## config.mk

```make
export PLATFORM = sky130hd
export DESIGN_NAME = rc4_ksa_flat
export DESIGN_NICKNAME = d
export VERILOG_FILES = /design/src/rtl/rc4_ksa_pkg.sv /design/src/rtl/rc4_ksa_if.sv /design/src/rtl/rc4_ksa_key_byte_sel.sv /design/src/rtl/rc4_ksa.sv /design/src/flat_wrapper.sv
export SDC_FILE = /design/constraint.sdc
export NUM_CORES = 1
export LEC_CHECK = 0
export BUFFER_PORTS_ARGS = -buffer_cell sky130_fd_sc_hd__buf_4
export CAP_MARGIN = 10
export CORE_ASPECT_RATIO = 0.5
export CORE_MARGIN = 8
export CORE_UTILIZATION = 50
export DETAILED_ROUTE_END_ITERATION = 7
export PLACE_DENSITY = 0.74
export SLEW_MARGIN = 25
export SYNTH_ARGS = -nofsm -noshare
export SYNTH_HDL_FRONTEND = slang
export SYNTH_SLANG_ARGS = --single-unit
```

## constraint.sdc

```tcl
create_clock -name clk -period 3.94 [get_ports clk]
set_input_delay 0.788 -clock clk [delete_from_list [all_inputs] [get_ports clk]]
set_output_delay 0.788 -clock clk [all_outputs]
set_load 0.01 [all_outputs]
```

## src/rtl/rc4_ksa_pkg.sv

```systemverilog
// Shared RC4 types and constants for the key-scheduling and decrypt stages.
package rc4_pkg;

    localparam int S_SIZE        = 256;
    localparam int RC4_KEY_BYTES = 3;
    localparam int RC4_READ_WAIT = 2;

    typedef enum logic [3:0] {
        IDLE,
        INIT,
        ADDR_I,
        WAIT_I,
        CAP_I,
        ADDR_J,
        WAIT_J,
        CAP_J,
        WR_I,
        WR_J,
        DONE
    } ksa_state_t;

endpackage

```

## src/rtl/rc4_ksa_if.sv

```systemverilog
// Single-port S-box RAM bus: the stage owning the RAM is the master.
interface rc4_ksa_if;
    logic [7:0] address;
    logic [7:0] data;
    logic       wren;
    logic [7:0] q;

    modport master (output address, output data, output wren, input q);
    modport slave  (input address, input data, input wren, output q);
endinterface

```

## src/rtl/rc4_ksa_key_byte_sel.sv

```systemverilog
// Selects key[kidx] (MSB-first byte order) with a wrapping byte index.
module rc4_key_byte_sel
    import rc4_pkg::*;
#(
    parameter int KEY_BYTES = RC4_KEY_BYTES
) (
    input  logic                   clk,
    input  logic                   reset_n,
    input  logic                   clear,
    input  logic                   advance,
    input  logic [8*KEY_BYTES-1:0] secret_key,
    output logic [7:0]             key_byte
);

    localparam int KW = (KEY_BYTES > 1) ? $clog2(KEY_BYTES) : 1;

    logic [KW-1:0] kidx;

    always_ff @(posedge clk) begin
        if (!reset_n || clear) begin
            kidx <= '0;
        end else if (advance) begin
            kidx <= (kidx == KW'(KEY_BYTES - 1)) ? '0 : kidx + 1'b1;
        end
    end

    always_comb begin
        key_byte = '0;
        for (int k = 0; k < KEY_BYTES; k++) begin
            if (kidx == KW'(k)) key_byte = secret_key[8*(KEY_BYTES-k)-1 -: 8];
        end
    end

endmodule

```

## src/rtl/rc4_ksa.sv

```systemverilog
// RC4 key-scheduling stage driving the S-box RAM port.
// Define RC4_KSA_INIT_EN to fill S with the identity before permuting.
module rc4_ksa
    import rc4_pkg::*;
#(
    parameter int KEY_BYTES = RC4_KEY_BYTES,
    parameter int READ_WAIT = RC4_READ_WAIT
) (
    input  logic                   clk,
    input  logic                   reset_n,
    input  logic                   start,
    output logic                   finish,
    input  logic [8*KEY_BYTES-1:0] secret_key,
    rc4_ksa_if.master              ram
);

    // state  | meaning
    // IDLE   | waiting for start
    // INIT   | writing S[i]=i (RC4_KSA_INIT_EN only)
    // ADDR_I | present address i
    // WAIT_I | RAM read latency for S[i]
    // CAP_I  | capture S[i], update j
    // ADDR_J | present address j
    // WAIT_J | RAM read latency for S[j]
    // CAP_J  | capture S[j]
    // WR_I   | S[i] <= S[j]
    // WR_J   | S[j] <= S[i], advance or finish
    // DONE   | finish high until start drops

    localparam int WW = (READ_WAIT > 1) ? $clog2(READ_WAIT) : 1;

    ksa_state_t    state, state_nxt;
    logic [7:0]    i, i_nxt, j, j_nxt;
    logic [7:0]    si, si_nxt, sj, sj_nxt;
    logic [WW-1:0] wcnt, wcnt_nxt;
    logic [7:0]    key_byte;
    logic          kclr, kadv;
    logic [7:0]    addr_c, data_c;
    logic          wren_c, finish_c;

    rc4_key_byte_sel #(.KEY_BYTES(KEY_BYTES)) u_key_sel (
        .clk        (clk),
        .reset_n    (reset_n),
        .clear      (kclr),
        .advance    (kadv),
        .secret_key (secret_key),
        .key_byte   (key_byte)
    );

    always_ff @(posedge clk) begin
        if (!reset_n) begin
            state <= IDLE;
            i     <= '0;
            j     <= '0;
            si    <= '0;
            sj    <= '0;
            wcnt  <= '0;
        end else begin
            state <= state_nxt;
            i     <= i_nxt;
            j     <= j_nxt;
            si    <= si_nxt;
            sj    <= sj_nxt;
            wcnt  <= wcnt_nxt;
        end
    end

    always_comb begin
        state_nxt = state;
        i_nxt     = i;
        j_nxt     = j;
        si_nxt    = si;
        sj_nxt    = sj;
        wcnt_nxt  = wcnt;
        kclr      = 1'b0;
        kadv      = 1'b0;
        addr_c    = '0;
        data_c    = '0;
        wren_c    = 1'b0;
        finish_c  = 1'b0;
        case (state)
            IDLE: begin
                if (start) begin
                    i_nxt = '0;
                    j_nxt = '0;
                    kclr  = 1'b1;
`ifdef RC4_KSA_INIT_EN
                    state_nxt = INIT;
`else
                    state_nxt = ADDR_I;
`endif
                end
            end
`ifdef RC4_KSA_INIT_EN
            // i doubles as the fill counter and wraps back to 0 for the KSA
            INIT: begin
                addr_c = i;
                data_c = i;
                wren_c = 1'b1;
                i_nxt  = i + 8'd1;
                if (i == 8'hFF) state_nxt = ADDR_I;
            end
`endif
            ADDR_I: begin
                addr_c    = i;
                wcnt_nxt  = WW'(READ_WAIT - 1);
                state_nxt = WAIT_I;
            end
            WAIT_I: begin
                addr_c = i;
                if (wcnt == '0) state_nxt = CAP_I;
                else            wcnt_nxt  = wcnt - 1'b1;
            end
            CAP_I: begin
                addr_c    = i;
                si_nxt    = ram.q;
                j_nxt     = j + ram.q + key_byte;
                state_nxt = ADDR_J;
            end
            ADDR_J: begin
                addr_c    = j;
                wcnt_nxt  = WW'(READ_WAIT - 1);
                state_nxt = WAIT_J;
            end
            WAIT_J: begin
                addr_c = j;
                if (wcnt == '0) state_nxt = CAP_J;
                else            wcnt_nxt  = wcnt - 1'b1;
            end
            CAP_J: begin
                addr_c    = j;
                sj_nxt    = ram.q;
                state_nxt = WR_I;
            end
            WR_I: begin
                addr_c    = i;
                data_c    = sj;
                wren_c    = 1'b1;
                state_nxt = WR_J;
            end
            WR_J: begin
                addr_c = j;
                data_c = si;
                wren_c = 1'b1;
                if (i == 8'hFF) begin
                    state_nxt = DONE;
                end else begin
                    i_nxt     = i + 8'd1;
                    kadv      = 1'b1;
                    state_nxt = ADDR_I;
                end
            end
            DONE: begin
                finish_c = 1'b1;
                if (!start) state_nxt = IDLE;
            end
            default: state_nxt = IDLE;
        endcase
    end

    assign ram.address = addr_c;
    assign ram.data    = data_c;
    assign ram.wren    = wren_c;
    assign finish      = finish_c;

endmodule

```

## src/flat_wrapper.sv

```systemverilog
// flat-port wrapper written by rule: the top's interface ports become plain ports
module rc4_ksa_flat import rc4_pkg::*;
#(
    parameter int KEY_BYTES = RC4_KEY_BYTES,
    parameter int READ_WAIT = RC4_READ_WAIT
)
  (clk, reset_n, start, finish, secret_key, ram_address, ram_data, ram_wren, ram_q);
  rc4_ksa_if ram_i ();
  input  logic clk;
  input  logic reset_n;
  input  logic start;
  output logic finish;
  input  logic [8*KEY_BYTES-1:0] secret_key;
  output wire logic [$bits(ram_i.address)-1:0] ram_address;
  output wire logic [$bits(ram_i.data)-1:0] ram_data;
  output wire logic [$bits(ram_i.wren)-1:0] ram_wren;
  input wire logic [$bits(ram_i.q)-1:0] ram_q;
  assign ram_address = ram_i.address;
  assign ram_data = ram_i.data;
  assign ram_wren = ram_i.wren;
  assign ram_i.q = ram_q;
  rc4_ksa #(.KEY_BYTES(KEY_BYTES), .READ_WAIT(READ_WAIT)) u_core (.clk(clk), .reset_n(reset_n), .start(start), .finish(finish), .secret_key(secret_key), .ram(ram_i));
endmodule
```

==> run metrics <==
maximum fanout along the worst path=12; die boundary height=approximately 66 um; worst endpoint required time=~4.2 ns; number of buffers inserted to repair setup after CTS=0; drt total wl=approximately 6600 um; Die Footprint=between 7000 and 8000 um^2; standard cell area after detailed placement=just under 3000 um^2; final clock period utilization by the worst path=a little over four fifths; top cells by area, synth=sky130_fd_sc_hd__dfxtp_1, sky130_fd_sc_hd__a21boi_0, sky130_fd_sc_hd__nand2_1, sky130_fd_sc_hd__fa_1, sky130_fd_sc_hd__a22o_1; P&R area growth vs syn=20.9%; total leakage power=about 0.0012 uW; Util after Layout=between 60% and 70%; number of failing hold endpoints at the final stage=0; overall power=956 uW; arrival time reported for the critical path endpoint=3.53 ns; Setup Total Neg Slack=0 ns; cell chosen for the clock root=sky130_fd_sc_hd__clkbuf_8; global-route wire length before repair=~11,000 um; summed instance area of the synthesized netlist=between 2000 and 3000 um^2; via count=2,373; run status=completed; detailed placer's ending HPWL=approximately 5000 um; starting density of the core=between 50% and 60%; top-level I/O count=53; kind of path behind the tightest hold check=flop to flop; final non-filler cell area=between 3000 and 4000 um^2; reported max-cap violation count=0; Peak supply drop=around 0.16 mV; pre-CTS setup slack=approximately 0.51 ns; depth of the most critical reg-to-reg path=12; count of unique library cells instantiated by Yosys=47; type of the setup path with the least slack=flop to flop; ordered cell list for the critical path=nor2b_1 -> a21oi_1 -> fa_1 -> inv_1 -> ha_1 -> inv_1 -> fa_1 -> nor2b_1 -> o31a_1 -> nor3_1 -> or3_1 -> o211ai_1; # diodes=0; via/cell ratio=roughly 5.5; antenna violations before repair=0; remaining number of nets flagged by the antenna check after routing=0; number of sinks handled by clock tree synthesis=39; layout cells sized above 1=around a fifth; Slew HR=41.5%; clock transition time at the flip-flop clock pins of the worst setup and hold paths=approximately 0.080 ns; share of the yosys chip area belonging to registers=between 30% and 40%; critical path's slowest cell=sky130_fd_sc_hd__dfxtp_1; achievable frequency=302 MHz; post-synthesis cell type with the largest combined area=sky130_fd_sc_hd__dfxtp_1; final RePlAce weighted congestion=0.829; end point of the critical path=u_core.j[7]; shortest clock period the worst path allows after layout=approximately 3.3 ns; CTS max path bufs=2; Tightest Pin Transition=between 0.8 and 0.9 ns; area share of and/or/nand/nor cells after synthesis=between 10% and 20%; reg2reg setup slack=about 0.63 ns; cell count after synthesis=roughly 310; xor and xnor area share after synthesis=under 10%; Die Wd=roughly 120 um; #FFs+latches synth=39; first element of the critical path=u_core.u_key_sel.kidx[0]; cts-stage hold buffer count=0; Crit path largest cell delay=between 0.6 and 0.7 ns; kind of capture point of the worst setup path=flop; buffer and inverter count on the worst path=2; path length in cells of the critical path=12; HP Start=u_core.si[1]; DRC viols=0; Synthesized Nets=363; Critical Path Source Type=flop; dominant combinational cell family by area after synthesis=compound AO/OA/AOI/OAI gates; number of warnings printed during yosys synthesis=0; Power per Cell Area=312 nW/um^2; routed wire length per instance=15.5 um; setup clock skew after layout=between 0.008 and 0.009 ns; TritonCTS buffer count=5; number of optimization iterations in the first detailed-route pass=4; fraction of synthesized area in multiplexers=under 10%; Mean Syn Cell Area=a little over 8 um^2; global route total overflow=0; clock tree from TritonCTS=yes; Adder-Cell Fraction of Synth Area=under 10%; number of setup violations in the final report=0; I/O Buffers=52; cell family with most CP delay=adder cells; post-cts repair resize count=0; clock insertion delay at the later pin of the skew report=~0.30 ns; synthesized-area fraction occupied by ao, oa, aoi and oai cells=between 20% and 30%; unrepaired setup endpoints after global routing=false; r2r startpoint=u_core.u_key_sel.kidx[0]; worst reg2reg endpoint=u_core.j[7]; NumNets Final=between 400 and 500; Core Rows=18; commonest register cell after synthesis=sky130_fd_sc_hd__dfxtp_1; proportion of netlist area held by the largest area contributor=30.8%; maximum number of pins on one net before global-route repair=36; core footprint=a little under 5000 um^2; post-synthesis async set-or-reset flop share=0%; Max H-tree Level=2; all-layer global routing usage=between 10% and 20%; max-slew violation count=0; Post-synth EDFFs=0; most frequent cell after synthesis=sky130_fd_sc_hd__nand2_1; most numerous cell types in the synthesized netlist=sky130_fd_sc_hd__nand2_1, sky130_fd_sc_hd__dfxtp_1, sky130_fd_sc_hd__inv_1; setup slack after layout=0.629 ns; violation count after the first detailed-routing iteration=98; via count of the first global-routing pass=2,338
[cell usage in the layout, fill, tap and decap left out, types with 3 or more instances in the layout]
cell type,count
sky130_fd_sc_hd__a211oi_1,4
sky130_fd_sc_hd__a21boi_0,22
sky130_fd_sc_hd__a21oi_1,15
sky130_fd_sc_hd__a22o_1,18
sky130_fd_sc_hd__a31oi_1,3
sky130_fd_sc_hd__and2_1,3
sky130_fd_sc_hd__and3_1,3
sky130_fd_sc_hd__buf_4,53
sky130_fd_sc_hd__clkbuf_8,6
sky130_fd_sc_hd__dfxtp_1,39
sky130_fd_sc_hd__fa_1,8
sky130_fd_sc_hd__ha_1,7
sky130_fd_sc_hd__inv_1,30
sky130_fd_sc_hd__mux2i_1,8
sky130_fd_sc_hd__nand2_1,44
sky130_fd_sc_hd__nand3_1,10
sky130_fd_sc_hd__nand4_1,4
sky130_fd_sc_hd__nor2_1,23
sky130_fd_sc_hd__nor2b_1,6
sky130_fd_sc_hd__o211ai_1,3
sky130_fd_sc_hd__o21ai_0,9
sky130_fd_sc_hd__xnor2_1,11
[per-layer routing]
layer  global-route usage (%)  routed length (um)  vias to the layer above
li1                         -                   -                     1165
met1                     22.9                3150                     1127
met2                     27.7                2910                       69
met3                     4.37                 462                       12
met4                     5.85                  97                        0
met5                        0                   0                        -
[layout make-up]
cell class,count,area (um^2)
multi-input combinational,228,1560
clock inverter,2,38.8
tap,70,87.6
clock buffer,6,82.6
timing repair buffer,53,398
fill,446,1850
inverter,30,113
sequential,39,781
[kinds of logic after synthesis]
logic type,Yosys count
muxes,9
and+or+nand+nor,106
xor gates and xnor gates,11
adders and majority gates,15
DFF,39
AOI/OAI and AO/OA,87
buffers and inverters,46
[power by group]
group | internal [uW] | switching [uW]
logic | 78.2 | 91.9
clock network | 208 | 154
registers | 404 | 19.5
[how the worst min path moves through the flow]
stage,end,cells past startpoint
2_1_floorplan,u_core.si[6],2
3_3_place_gp,u_core.si[7],2
3_5_place_dp,u_core.si[5],2
4_1_cts,u_core.si[1],2
5_1_grt,u_core.si[4],2
6_report,u_core.si[1],2
[through the flow]
| step | hold WS [ns] | std cells |
|---|---|---|
| global placement | 0.450 | 420 |
| global route | 0.484 | 428 |
| finish | 0.466 | 428 |
| detailed placement | 0.457 | 420 |
| floorplan | 0.443 | 313 |
| CTS | 0.468 | 428 |
[flip-flops by register name, indices dropped and copies added, names as in the netlist]
register,count
u_core.si,8
u_core.u_key_sel.kidx,2
u_core.j,8
u_core.sj,8
u_core.state,4
u_core.i,8
u_core.wcnt,1
[worst reg2reg max path, cell delays in order, from the launching register on]
cell,delay [ns]
sky130_fd_sc_hd__dfxtp_1,0.68
sky130_fd_sc_hd__nor2b_1,0.25
sky130_fd_sc_hd__a21oi_1,0.23
sky130_fd_sc_hd__fa_1,0.43
sky130_fd_sc_hd__inv_1,0.07
sky130_fd_sc_hd__ha_1,0.18
sky130_fd_sc_hd__inv_1,0.07
sky130_fd_sc_hd__fa_1,0.41
sky130_fd_sc_hd__nor2b_1,0.17
sky130_fd_sc_hd__o31a_1,0.17
sky130_fd_sc_hd__nor3_1,0.06
sky130_fd_sc_hd__or3_1,0.36
sky130_fd_sc_hd__o211ai_1,0.15
Note: power is estimated with default switching activity, not from simulation.
